**config.mk**
```make
export PLATFORM = sky130hd
export DESIGN_NAME = first_round_key
export DESIGN_NICKNAME = d
export VERILOG_FILES = /design/src/rtl/rijndael_key_pkg.sv /design/src/rtl/first_round_key.sv
export SDC_FILE = /design/constraint.sdc
export NUM_CORES = 1
export LEC_CHECK = 0
export BUFFER_PORTS_ARGS = -buffer_cell sky130_fd_sc_hd__buf_2
export CORE_AREA = 4 4 176 178
export DETAILED_ROUTE_END_ITERATION = 8
export DIE_AREA = 0 0 180 182
export PLACE_DENSITY_LB_ADDON = 0.05
export SLEW_MARGIN = 10
export SYNTH_ARGS = -nofsm -noshare
export SYNTH_HDL_FRONTEND = slang
export SYNTH_SLANG_ARGS = --single-unit
```
**constraint.sdc**
```tcl
create_clock -name iClk -period 9.6 [get_ports iClk]
set_clock_uncertainty 0.2 [all_clocks]
set_input_delay 0.96 -clock iClk [delete_from_list [all_inputs] [get_ports iClk]]
set_output_delay 0.96 -clock iClk [all_outputs]
set_load 0.02 [all_outputs]
```
**src/rtl/rijndael_key_pkg.sv**
```systemverilog
// Shared types and limits for the Rijndael key-schedule front stage.
package rijndael_key_pkg;

    typedef enum logic [1:0] {
        IDLE  = 2'd0,
        WRITE = 2'd1,
        LAST  = 2'd2,
        ERR   = 2'd3
    } state_e;

    localparam int SUPPORTED_KC = 4;
    localparam int SUPPORTED_BC = 4;
    localparam int MAX_ROUNDS   = 14;
    localparam int NUM_COLS     = 4;
    localparam int DATA_W       = 32;

endpackage

```
**src/rtl/first_round_key.sv**
```systemverilog
// Latches the cipher key and writes W0..W3 into Ke row 0 and Kd row iRound, then hands off W3.
// Latency: writes on the 1st..4th cycle after iStart, oDone/oLast_key_data_valid on the 5th.
// Backpressure: none; iStart while busy is dropped, not queued.
module first_round_key #(
    parameter int DATA_W   = 32,
    parameter int ADDR_W   = 4,
    parameter int NUM_COLS = 4
) (
    input  logic              iClk,
    input  logic              iRst,
    input  logic [3:0]        iKC,
    input  logic [3:0]        iBC,
    input  logic [3:0]        iRound,
    input  logic              iStart,
    input  logic [DATA_W-1:0] iKey_data_1,
    input  logic [DATA_W-1:0] iKey_data_2,
    input  logic [DATA_W-1:0] iKey_data_3,
    input  logic [DATA_W-1:0] iKey_data_4,
    output logic              oBusy,
    output logic              oError,
    output logic              oDone,
    output logic [ADDR_W-1:0] oRAM_Ke_addr,
    output logic              oRAM_Ke_write_1,
    output logic              oRAM_Ke_write_2,
    output logic              oRAM_Ke_write_3,
    output logic              oRAM_Ke_write_4,
    output logic [DATA_W-1:0] oRAM_Ke_data_1,
    output logic [DATA_W-1:0] oRAM_Ke_data_2,
    output logic [DATA_W-1:0] oRAM_Ke_data_3,
    output logic [DATA_W-1:0] oRAM_Ke_data_4,
    output logic [ADDR_W-1:0] oRAM_Kd_addr,
    output logic              oRAM_Kd_write_1,
    output logic              oRAM_Kd_write_2,
    output logic              oRAM_Kd_write_3,
    output logic              oRAM_Kd_write_4,
    output logic [DATA_W-1:0] oRAM_Kd_data_1,
    output logic [DATA_W-1:0] oRAM_Kd_data_2,
    output logic [DATA_W-1:0] oRAM_Kd_data_3,
    output logic [DATA_W-1:0] oRAM_Kd_data_4,
    output logic              oLast_key_data_valid,
    output logic [DATA_W-1:0] oLast_key_data
);
    import rijndael_key_pkg::*;

    function automatic logic [NUM_COLS-1:0] colStrobe(input logic [1:0] idx);
        colStrobe = NUM_COLS'(1) << idx;
    endfunction

    state_e              state;
    state_e              stateNxt;
    logic [1:0]          wordCnt;
    logic [1:0]          wordCntNxt;
    logic [NUM_COLS-1:0] strobeNxt;
    logic                paramOk;

    logic [DATA_W-1:0]   keyWord [NUM_COLS];
    logic [ADDR_W-1:0]   kdAddr;
    logic [NUM_COLS-1:0] keWr;
    logic [NUM_COLS-1:0] kdWr;
    logic                busyQ;
    logic                errQ;
    logic                doneQ;
    logic                lastVldQ;
    logic [DATA_W-1:0]   lastDatQ;

    assign paramOk = (iKC == 4'(SUPPORTED_KC)) && (iBC == 4'(SUPPORTED_BC)) &&
                     (iRound >= 4'd1) && (iRound <= 4'(MAX_ROUNDS));

    always_comb begin
        stateNxt   = state;
        wordCntNxt = wordCnt;
        case (state)
            IDLE: begin
                if (iStart) begin
                    stateNxt   = paramOk ? WRITE : ERR;
                    wordCntNxt = '0;
                end
            end
            WRITE: begin
                if (wordCnt == 2'd3) stateNxt = LAST;
                else                 wordCntNxt = wordCnt + 2'd1;
            end
            LAST:    stateNxt = IDLE;
            ERR:     stateNxt = IDLE;
            default: stateNxt = IDLE;
        endcase
        // Outputs are registered from the next state so they line up with it.
        strobeNxt = (stateNxt == WRITE) ? colStrobe(wordCntNxt) : '0;
    end

    always_ff @(posedge iClk) begin
        if (iRst) begin
            state   <= IDLE;
            wordCnt <= '0;
        end else begin
            state   <= stateNxt;
            wordCnt <= wordCntNxt;
        end
    end

    always_ff @(posedge iClk) begin
        if (iRst) begin
            for (int i = 0; i < NUM_COLS; i++) keyWord[i] <= '0;
            kdAddr   <= '0;
            keWr     <= '0;
            kdWr     <= '0;
            busyQ    <= 1'b0;
            errQ     <= 1'b0;
            doneQ    <= 1'b0;
            lastVldQ <= 1'b0;
            lastDatQ <= '0;
        end else begin
            if (state == IDLE && iStart) begin
                keyWord[0] <= iKey_data_1;
                keyWord[1] <= iKey_data_2;
                keyWord[2] <= iKey_data_3;
                keyWord[3] <= iKey_data_4;
                if (paramOk) kdAddr <= ADDR_W'(iRound);
            end
            keWr     <= strobeNxt;
            kdWr     <= strobeNxt;
            busyQ    <= (stateNxt != IDLE);
            errQ     <= (stateNxt == ERR);
            doneQ    <= (stateNxt == LAST) || (stateNxt == ERR);
            lastVldQ <= (stateNxt == LAST);
            if (stateNxt == LAST) lastDatQ <= keyWord[NUM_COLS-1];
        end
    end

    // A four-word key always lands entirely in Ke row 0.
    assign oRAM_Ke_addr         = '0;
    assign oRAM_Kd_addr         = kdAddr;
    assign oBusy                = busyQ;
    assign oError               = errQ;
    assign oDone                = doneQ;
    assign oLast_key_data_valid = lastVldQ;
    assign oLast_key_data       = lastDatQ;

    assign oRAM_Ke_write_1 = keWr[0];
    assign oRAM_Ke_write_2 = keWr[1];
    assign oRAM_Ke_write_3 = keWr[2];
    assign oRAM_Ke_write_4 = keWr[3];
    assign oRAM_Kd_write_1 = kdWr[0];
    assign oRAM_Kd_write_2 = kdWr[1];
    assign oRAM_Kd_write_3 = kdWr[2];
    assign oRAM_Kd_write_4 = kdWr[3];

    assign oRAM_Ke_data_1 = keyWord[0];
    assign oRAM_Ke_data_2 = keyWord[1];
    assign oRAM_Ke_data_3 = keyWord[2];
    assign oRAM_Ke_data_4 = keyWord[3];
    assign oRAM_Kd_data_1 = keyWord[0];
    assign oRAM_Kd_data_2 = keyWord[1];
    assign oRAM_Kd_data_3 = keyWord[2];
    assign oRAM_Kd_data_4 = keyWord[3];

endmodule

```
==> impl_metrics.tcl, run 1 <==
set metrics [dict create \
    fin_area_um2 9691 \
    ant_nets 0 \
    yosysWarningCount 0 \
    synth_compound_area_share_pct 2.777 \
    slew_violations 0 \
    cts_hold_buf 0 \
    finalCritPeriodShare_pct 38.41 \
    hold_class "reg -> reg" \
    grt_pass1_vias 5148 \
    ctsResizeCount 0 \
    synthMuxAreaShare_pct 0.5322 \
    cts_setup_buffers 0 \
    wl_per_cell_um 17.49 \
    synth-xor-area-share_pct 0 \
    ys_ff_latch 176 \
    rows 63 \
    final_cell_mix "buf_2, and2_1, edfxtp_1" \
    place_area_um2 9125 \
    clock_sinks 176 \
    remaining_drc_errors 0 \
    crit_path_max_incr_delay_ns 0.84 \
    finalHoldViolCount 0 \
    run_status "completed" \
    die_width_um 180 \
    final_common_cell "buf_2" \
    coreArea_um2 29400 \
    power_density_nw_per_um2 194.4 \
    grt_pass1_wl_mm 33.97 \
    netlist_instances 614 \
    area_delta_synth_final_pct 28.80 \
    relSlewSlack_pct 32.34 \
    numCtsBuffers 17 \
    first_pass_iters 4 \
    drt_iter0_markers 237 \
    setup_violations 0 \
    antennaDiodeCount 0 \
    end_kind "register" \
    dp_hpwl_mm 17.01 \
    path_class "in -> reg" \
    fin_setup_tns_ns 0 \
    synth_adder_area_share_pct 0 \
    synth_top_family_by_area "simple AND/OR/NAND/NOR gates" \
    cap_viol_max_count 0 \
    grt_max_degree 72 \
    routed_via_density 3.884 \
    cp_slowest_cell "buf_4" \
    cts_root_buf "clkbuf_16" \
    fmax_ghz 0.2712 \
    num_io_pins 451 \
    synth_area_um2 7523 \
    arrival_ns 3.53 \
    yosysTopAreaCellShare_pct 51.09 \
    die_h_um 182 \
    antenna_found_initial 4 \
    synthTopCellsByArea "edfxtp_1, buf_4, dfxtp_1" \
    cts_tree "done" \
    period_needed_ns 3.687 \
    synth_simple_gate_area_share_pct 17.08 \
    layout-drive-gt1-share_pct 52.40 \
    ctsHtreeMaxLevel 4 \
    worstMarginPinSlew_ns 1.015 \
    crit_path_max_fanout 71 \
    yosysSeqAreaShare_pct 63.86 \
    cts_buffer_depth 2 \
    rsz0062_at_grt "no" \
    initial_core_util_pct 25.59 \
    p_leak_nw 4.650 \
    synthDistinctLibCells 29 \
    syn_area_per_cell_um2 12.25 \
    critical_path_required_ns 9.44 \
    synth_area_leader_cell "edfxtp_1" \
    fin_nets 1067 \
    clk_latency_ns 0.43 \
    overflow 0 \
    cp_cell_sequence "buf_2, nand2b_4, buf_4" \
    start_kind "input pin" \
    clkTransAtPathRegs_ns 0.07 \
    drt_wl_total_mm 23.20 \
    globalplace.congestion 0.7434 \
    vias 5154 \
    dieArea_um2 32760 \
    track_usage_pct 13.66 \
    vdd_drop_max_v 0.00009751 \
    port_buffers 446 \
]
## logic make-up after synthesis
group	Yosys count
compound gates	37
flops	176
mux	4
buf+inv	164
other cells	1
simple gates	232
## layer usage
metal / up-vias / track usage (%) / wire length [um]
met4: 8 / 3.688 / 284
li1: 2510 / - / -
met1: 2349 / 16.55 / 9628
met3: 26 / 4.006 / 1618
met2: 261 / 23.79 / 11630
met5: - / 0 / 44
## stage by stage
step           total power, W  hold WS [ns]  utilization [%]  setup slack (ns)  std cells
2_1_floorplan        0.001145        0.2863                -             4.550        617
3_3_place_gp         0.001222        0.2405            31.04             5.336       1295
3_5_place_dp         0.001220        0.2455            31.04             5.342       1295
4_1_cts              0.001921        0.2550            32.96             5.771       1327
5_1_grt              0.001972        0.2725            32.96             5.684       1327
6_report             0.001883        0.2526            32.96             5.913       1327
## power by group
group,switching (W),internal [W]
sequential,0.0000347,0.000871
combinational,0.000195,0.0000949
clock,0.000343,0.000345
total,0.000572,0.00131
## path summary, 6_finish.rpt
check / to / cells past startpoint / startpoint / slack [ns]
worst max-delay path: keyWord[1][12] / 3 / iRst / 5.91
worst min-delay path: oLast_key_data[30] / 2 / oLast_key_data[30] / 0.25
worst max register to register: keyWord[1][12] / 3 / state[1] / 6.58
worst min register to register: oLast_key_data[30] / 2 / oLast_key_data[30] / 0.25
## sequential cells by signal (all words and copies together) (netlist names)
signal / count
kdWr: 4
state: 2
oBusy: 1
oError: 1
keyWord: 128
oRAM_Kd_addr: 4
oLast_key_data: 32
oLast_key_data_valid: 1
wordCnt: 2
oDone: 1
## layout make-up
| cell class | instances | area (um^2) |
|---|---|---|
| repair buffers | 450 | 2262 |
| clock buffers | 17 | 425.4 |
| well taps | 390 | 488.0 |
| inverters | 2 | 7.507 |
| flip-flops and latches | 176 | 4805 |
| clock inverters | 15 | 140.1 |
| multi-input cells | 277 | 1563 |
| fillers | 3078 | 19710 |
## worst max-delay path: cells and delay by family
kind	cells	cell delay [ns]
buf+inv	2	1.58
simple gates	1	0.82
## cells in the mapped netlist, drive strengths merged
cell / count
clkbuf: 8
nand2b: 11
inv: 2
and3: 3
a21oi: 32
a221oi: 1
dfxtp: 48
a21o: 1
nor2: 12
nor4b: 2
mux2i: 4
or4: 2
nor3: 2
edfxtp: 128
and2: 130
nand2: 66
nor2b: 1
a41oi: 1
a22o: 1
nand4: 2
buf: 154
a22oi: 1
or3b: 1
conb: 1
No activity file was read; power rests on OpenSTA's default activity.
==> run 2, diff against run 1 <==
--- a/config.mk
+++ b/config.mk
@@ -6,9 +6,9 @@
 export NUM_CORES = 1
 export LEC_CHECK = 0
 export BUFFER_PORTS_ARGS = -buffer_cell sky130_fd_sc_hd__buf_2
-export CORE_AREA = 4 4 176 178
+export CORE_AREA = 4 4 171 173
 export DETAILED_ROUTE_END_ITERATION = 8
-export DIE_AREA = 0 0 180 182
+export DIE_AREA = 0 0 175 177
 export PLACE_DENSITY_LB_ADDON = 0.05
 export SLEW_MARGIN = 10
 export SYNTH_ARGS = -nofsm -noshare
==> constraint.sdc (replaced) <==
create_clock -name iClk -period 3.3 [get_ports iClk]
set_clock_uncertainty 0.2 [all_clocks]
set_input_delay 0.33 -clock iClk [delete_from_list [all_inputs] [get_ports iClk]]
set_output_delay 0.33 -clock iClk [all_outputs]
set_load 0.02 [all_outputs]
==> run 2 against run 1 <==
Against the previous run:
- count of clock-buffer cells in the layout is 3 higher
- sequential power rose to 2.9 times the previous value
- via count rose by 10%
- die area down 5.4%
- critical path depth is 3 higher
- sequential share of layout area is 6.1 points lower
- wire length grew 3.0%
- worst setup slack worse by 4.6 ns
- total power grew to 3.0 times the previous value
- sequential cell count is the same
- critical endpoint is now kdWr[0]
- largest cell class unchanged
==> impl_metrics.tcl, run 2 (synthesis gave the netlist of run 1 again) <==
set metrics [dict create \
    run_status "completed" \
    cp_slowest_cell "or4_1" \
    wl_per_cell_um 16.50 \
    crit_path_max_incr_delay_ns 0.58 \
    path_depth 6 \
    fin_nets 1200 \
    fillCellCount 2773 \
    reg2reg_depth 3 \
    critPathTopFamily "simple AND/OR/NAND/NOR gates" \
    port_buffers 446 \
    first_pass_iters 4 \
    met3WireLength_mm 1.637 \
    top_register "keyWord" \
    remaining_drc_errors 0 \
    globalplace.congestion 0.7189 \
    r2r-end "keyWord[1][13]" \
    finalCritPeriodShare_pct 60.43 \
    place_area_um2 9169 \
    hold_class "in -> reg" \
    slew_violations 0 \
    crit_path_max_fanout 3 \
    coreArea_um2 27630 \
    cts_root_buf "clkbuf_16" \
    area_delta_synth_final_pct 46.82 \
    end_kind "register" \
    drt_iter0_markers 327 \
    r2r_slack_ns 1.35 \
    critical_path_required_ns 3.40 \
    clock_sinks 176 \
    path_class "in -> reg" \
    crit_buf_inv 2 \
    vias 5680 \
    clk_latency_ns 0.42 \
    die_width_um 175 \
    dr_wl_met2_mm 12.26 \
    rsz0062_at_grt "no" \
    layout-drive-gt1-share_pct 45.89 \
    p_leak_nw 5.215 \
    antenna_found_initial 2 \
    dieArea_um2 30980 \
    power_density_nw_per_um2 509.4 \
    numCtsBuffers 17 \
    relSlewSlack_pct 59.51 \
    clkTransAtPathRegs_ns 0.07 \
    drt_wl_total_mm 23.91 \
    rows 61 \
    initial_core_util_pct 27.23 \
    track_usage_pct 14.75 \
    grt_pass1_wl_mm 34.72 \
    largest_reg_flops 128 \
    ctsResizeCount 0 \
    hold_start "iKey_data_4[27]" \
    finalHoldViolCount 0 \
    rr_startpoint "state[1]" \
    routed_via_density 3.920 \
    dp_hpwl_mm 17.76 \
    holdPathStages 2 \
    grt_pass1_vias 5709 \
    ant_nets 0 \
    setup_violations 0 \
    start_kind "input pin" \
    drt-met1-wl_mm 9.706 \
    cts_tree "done" \
    num_io_pins 451 \
    period_needed_ns 1.994 \
    cp_cell_sequence "dlygate4sd3_1, buf_2, or4_1, a41oi_2, nor3_2, and3_1" \
    fin_setup_tns_ns 0 \
    overflow 0 \
    worstMarginPinSlew_ns 0.5989 \
    final_cell_mix "buf_2, and2_1, dlygate4sd3_1" \
    ctsHtreeMaxLevel 4 \
    routed.top_layer "met4" \
    final_common_cell "buf_2" \
    hold-path-endpoint "keyWord[3][27]" \
    arrival_ns 2.10 \
    fin_area_um2 11050 \
    die_h_um 177 \
    cap_viol_max_count 0 \
    grt_max_degree 102 \
    vdd_drop_max_v 0.0003129 \
    fmax_ghz 0.5015 \
    cts_buffer_depth 2 \
]
## run 2: cell types whose count changed in the layout (fill, tap and decap cells not counted), sizes merged
cell / before / now
dlygate4sd3: 0 / 130
inv: 12 / 6
buf: 450 / 453
clkbuf: 17 / 20
bufinv: 0 / 1
clkinv: 4 / 5
clkinvlp: 1 / 2
diode: 0 / 1
## run 2: through the flow
stage                     setup slack (ns)  utilization, %  total power, W  hold WS (ns)  std cells
after floorplan                     0.3443               -        0.003323        0.2854        617
after global placement               1.302           33.19        0.003566        0.2396       1286
after detailed placement             1.316           33.19        0.003561        0.2439       1286
after CTS                            1.328           39.90        0.005721      0.001293       1446
after global routing                 1.232           39.98        0.005879      0.005148       1449
final                                1.306           39.98        0.005627       0.01870       1449
## run 2: layer usage
metal | track usage [%] | up-vias
met4 | 3.339 | 0
met1 | 17.44 | 2639
met5 | 0 | -
li1 | - | 2781
met2 | 26.65 | 249
met3 | 4.230 | 11
## run 2: worst max-delay path by stage
stage                         start  slack (ns)               to
after floorplan            state[1]        0.34    keyWord[0][0]
after global placement     state[0]        1.30           oError
after detailed placement     iBC[1]        1.32  oRAM_Kd_addr[1]
after CTS                 iRound[3]        1.33          kdWr[0]
after global routing       state[0]        1.23           oError
final                     iRound[3]        1.31          kdWr[0]
## run 2: what timing repair did
action | CTS | global route
setup buffers | 0 | 0
endpoints found under the hold margin | 128 | 2
hold buffers | 128 | 2
## run 2: final cells by class
cell class,instances,area (um^2),share of cell area (%)
sequential,176,4805,43.50
timing repair buffer,583,3623,32.80
multi-input combinational,277,1562,14.14
tap,378,473.0,4.282
clock buffer,20,446.7,4.044
clock inverter,12,126.4,1.144
inverter,2,7.507,0.06797
antenna,1,2.502,0.02266
## run 2: where the power goes
part	switching [W]	total, W	leakage, nW	internal [W]
logic	0.000601	0.000986	3.18	0.000386
registers	0.0000979	0.00263	1.76	0.00253
clock network	0.000927	0.00201	0.274	0.00108
total	0.00163	0.00563	5.22	0.00400
==> run 3, diff against run 2 <==
==> constraint.sdc (replaced) <==
create_clock -name iClk -period 1.7 [get_ports iClk]
set_clock_uncertainty 0.2 [all_clocks]
set_input_delay 0.17 -clock iClk [delete_from_list [all_inputs] [get_ports iClk]]
set_output_delay 0.17 -clock iClk [all_outputs]
set_load 0.02 [all_outputs]
==> run 3 against run 2 <==
Against the previous run:
- worst setup slack worse by 1.3 ns
- the flow now finishes with violations (negative setup slack)
- hold slack gained 0.0034 ns
- first-iteration DRC count shrank 20%
- total power increased by 97%
- via count up 2.1%
- die area did not move
- global-route usage grew 0.10 points
==> impl_metrics.tcl, run 3 (synthesis gave the netlist of run 1 again) <==
set metrics [dict create \
    cts_root_buf "clkbuf_16" \
    rr_startpoint "state[0]" \
    vias 5798 \
    vdd_drop_max_v 0.0005825 \
    num_io_pins 451 \
    violations "negative setup slack" \
    crit_path_max_incr_delay_ns 0.43 \
    ant_nets 0 \
    start_kind "register" \
    p_leak_nw 5.550 \
    finalCritPeriodShare_pct 101.5 \
    dieArea_um2 30980 \
    drt_wl_total_mm 24.97 \
    startpoint "state[0]" \
    track_usage_pct 14.85 \
    fmax_ghz 0.5798 \
    grt_pass1_wl_mm 34.96 \
    ctsHtreeMaxLevel 4 \
    crit_path_max_fanout 8 \
    remaining_drc_errors 0 \
    cp_slowest_cell "or3b_4" \
    overflow 0 \
    cap_viol_max_count 0 \
    initial_core_util_pct 27.23 \
    coreArea_um2 27630 \
    path_class "reg -> reg" \
    antennaDiodeCount 0 \
    cts_buffer_depth 2 \
    dp_hpwl_mm 17.73 \
    finalPower_w 0.01110 \
    fin_cells 1486 \
    layout-drive-gt1-share_pct 47.83 \
    hold_start "iStart" \
    wl_per_cell_um 16.80 \
    slew_violations 0 \
    finalHoldViolCount 0 \
    arrival_ns 1.66 \
    die_width_um 175 \
    rows 61 \
    setup_violations 37 \
    routed_via_density 3.902 \
    port_buffers 446 \
    clkTransAtPathRegs_ns 0.07 \
    antenna_found_initial 0 \
    end_kind "register" \
    top_register "keyWord" \
    critical_path_required_ns 1.64 \
    fin_area_um2 11700 \
    place_area_um2 9376 \
    fin_ws_ns -0.02485 \
    cts_tree "done" \
    grt_pass1_vias 5812 \
    area_delta_synth_final_pct 55.53 \
    crit_buf_inv 2 \
    globalplace.congestion 0.7337 \
    rsz0062_at_grt "yes" \
    numCtsBuffers 17 \
    period_needed_ns 1.725 \
    run_status "finished, violations left" \
    clock_sinks 176 \
    first_pass_iters 4 \
    power_density_nw_per_um2 948.7 \
    die_h_um 177 \
    clk_latency_ns 0.42 \
    grt_max_degree 65 \
    critPathTopFamily "simple AND/OR/NAND/NOR gates" \
    final_cell_mix "buf_2, dlygate4sd3_1, and2_1, edfxtp_1, nand2_1" \
    hold_class "in -> reg" \
    largest_reg_flops 128 \
    cp_cell_sequence "or3b_4, nand2b_4, buf_12, clkbuf_16" \
    fin_nets 1238 \
    fin_setup_tns_ns -0.5607 \
    final_common_cell "buf_2" \
    dpl.cell_count 1305 \
    drt_iter0_markers 263 \
]
run 3: cell count changes in the layout (fill, tap and decap cells not counted), sizes merged:
| cell | delta |
|---|---|
| buf | +25 |
| clkbuf | +11 |
| inv | +5 |
| clkinv | -4 |
| dlygate4sd3 | +3 |
| bufinv | -1 |
| clkinvlp | -1 |
| diode | -1 |
run 3: per-layer routing:
| metal | vias to the layer above | global-route usage, % | share of wire (%) |
|---|---|---|---|
| li1 | 2857 | - | - |
| met1 | 2671 | 17.65 | 40 |
| met2 | 254 | 27.22 | 53 |
| met3 | 16 | 3.247 | 6.1 |
| met4 | 0 | 3.928 | 1.2 |
| met5 | - | 0 | 0 |
run 3: stage by stage:
| step | setup WS [ns] | util (%) | hold WS [ns] |
|---|---|---|---|
| finish | -0.02485 | 42.35 | 0.02214 |
| global route | -0.09049 | 42.35 | 0.04533 |
| CTS | -0.02277 | 40.98 | 0.007013 |
| detailed placement | -0.08821 | 33.94 | 0.2461 |
| global placement | -0.07891 | 33.94 | 0.2389 |
| floorplan | -0.5758 | - | 0.1254 |
run 3: layout make-up:
| type | instances | area (um^2) |
|---|---|---|
| multi-input combinational | 277 | 1583 |
| clock buffer | 21 | 471.7 |
| sequential | 176 | 4806 |
| inverter | 2 | 7.507 |
| tap | 378 | 473.0 |
| timing repair buffer | 621 | 4268 |
| clock inverter | 11 | 92.59 |
| fill | 2716 | 15930 |
run 3: final timing paths:
| kind | to | depth (start not counted) | slack [ns] |
|---|---|---|---|
| hold / removal | oBusy | 4 | 0.02 |
| setup reg to reg | keyWord[1][17] | 4 | -0.02 |
| hold reg to reg | oLast_key_data[12] | 2 | 0.25 |
| setup / recovery | keyWord[1][17] | 4 | -0.02 |
run 3: timing repair:
action	CTS	global route
resized for setup	2	16
pin swaps	1	3
endpoints found under the hold margin	135	0
endpoints found under the setup margin	130	219
buffers inserted	2	1
hold buffers	133	0
gates cloned	0	13
run 3: worst min-delay path: cells and delay by family:
kind	cells	cell delay, ns
buffers and inverters	2	0.19
and+or+nand+nor	2	0.22
run 3: report_power, final:
part,leakage [nW],switching [W],total (W),internal [W]
Clock,0.279,0.00180,0.00385,0.00205
Combinational,3.51,0.00122,0.00215,0.000927
Sequential,1.76,0.000188,0.00510,0.00492
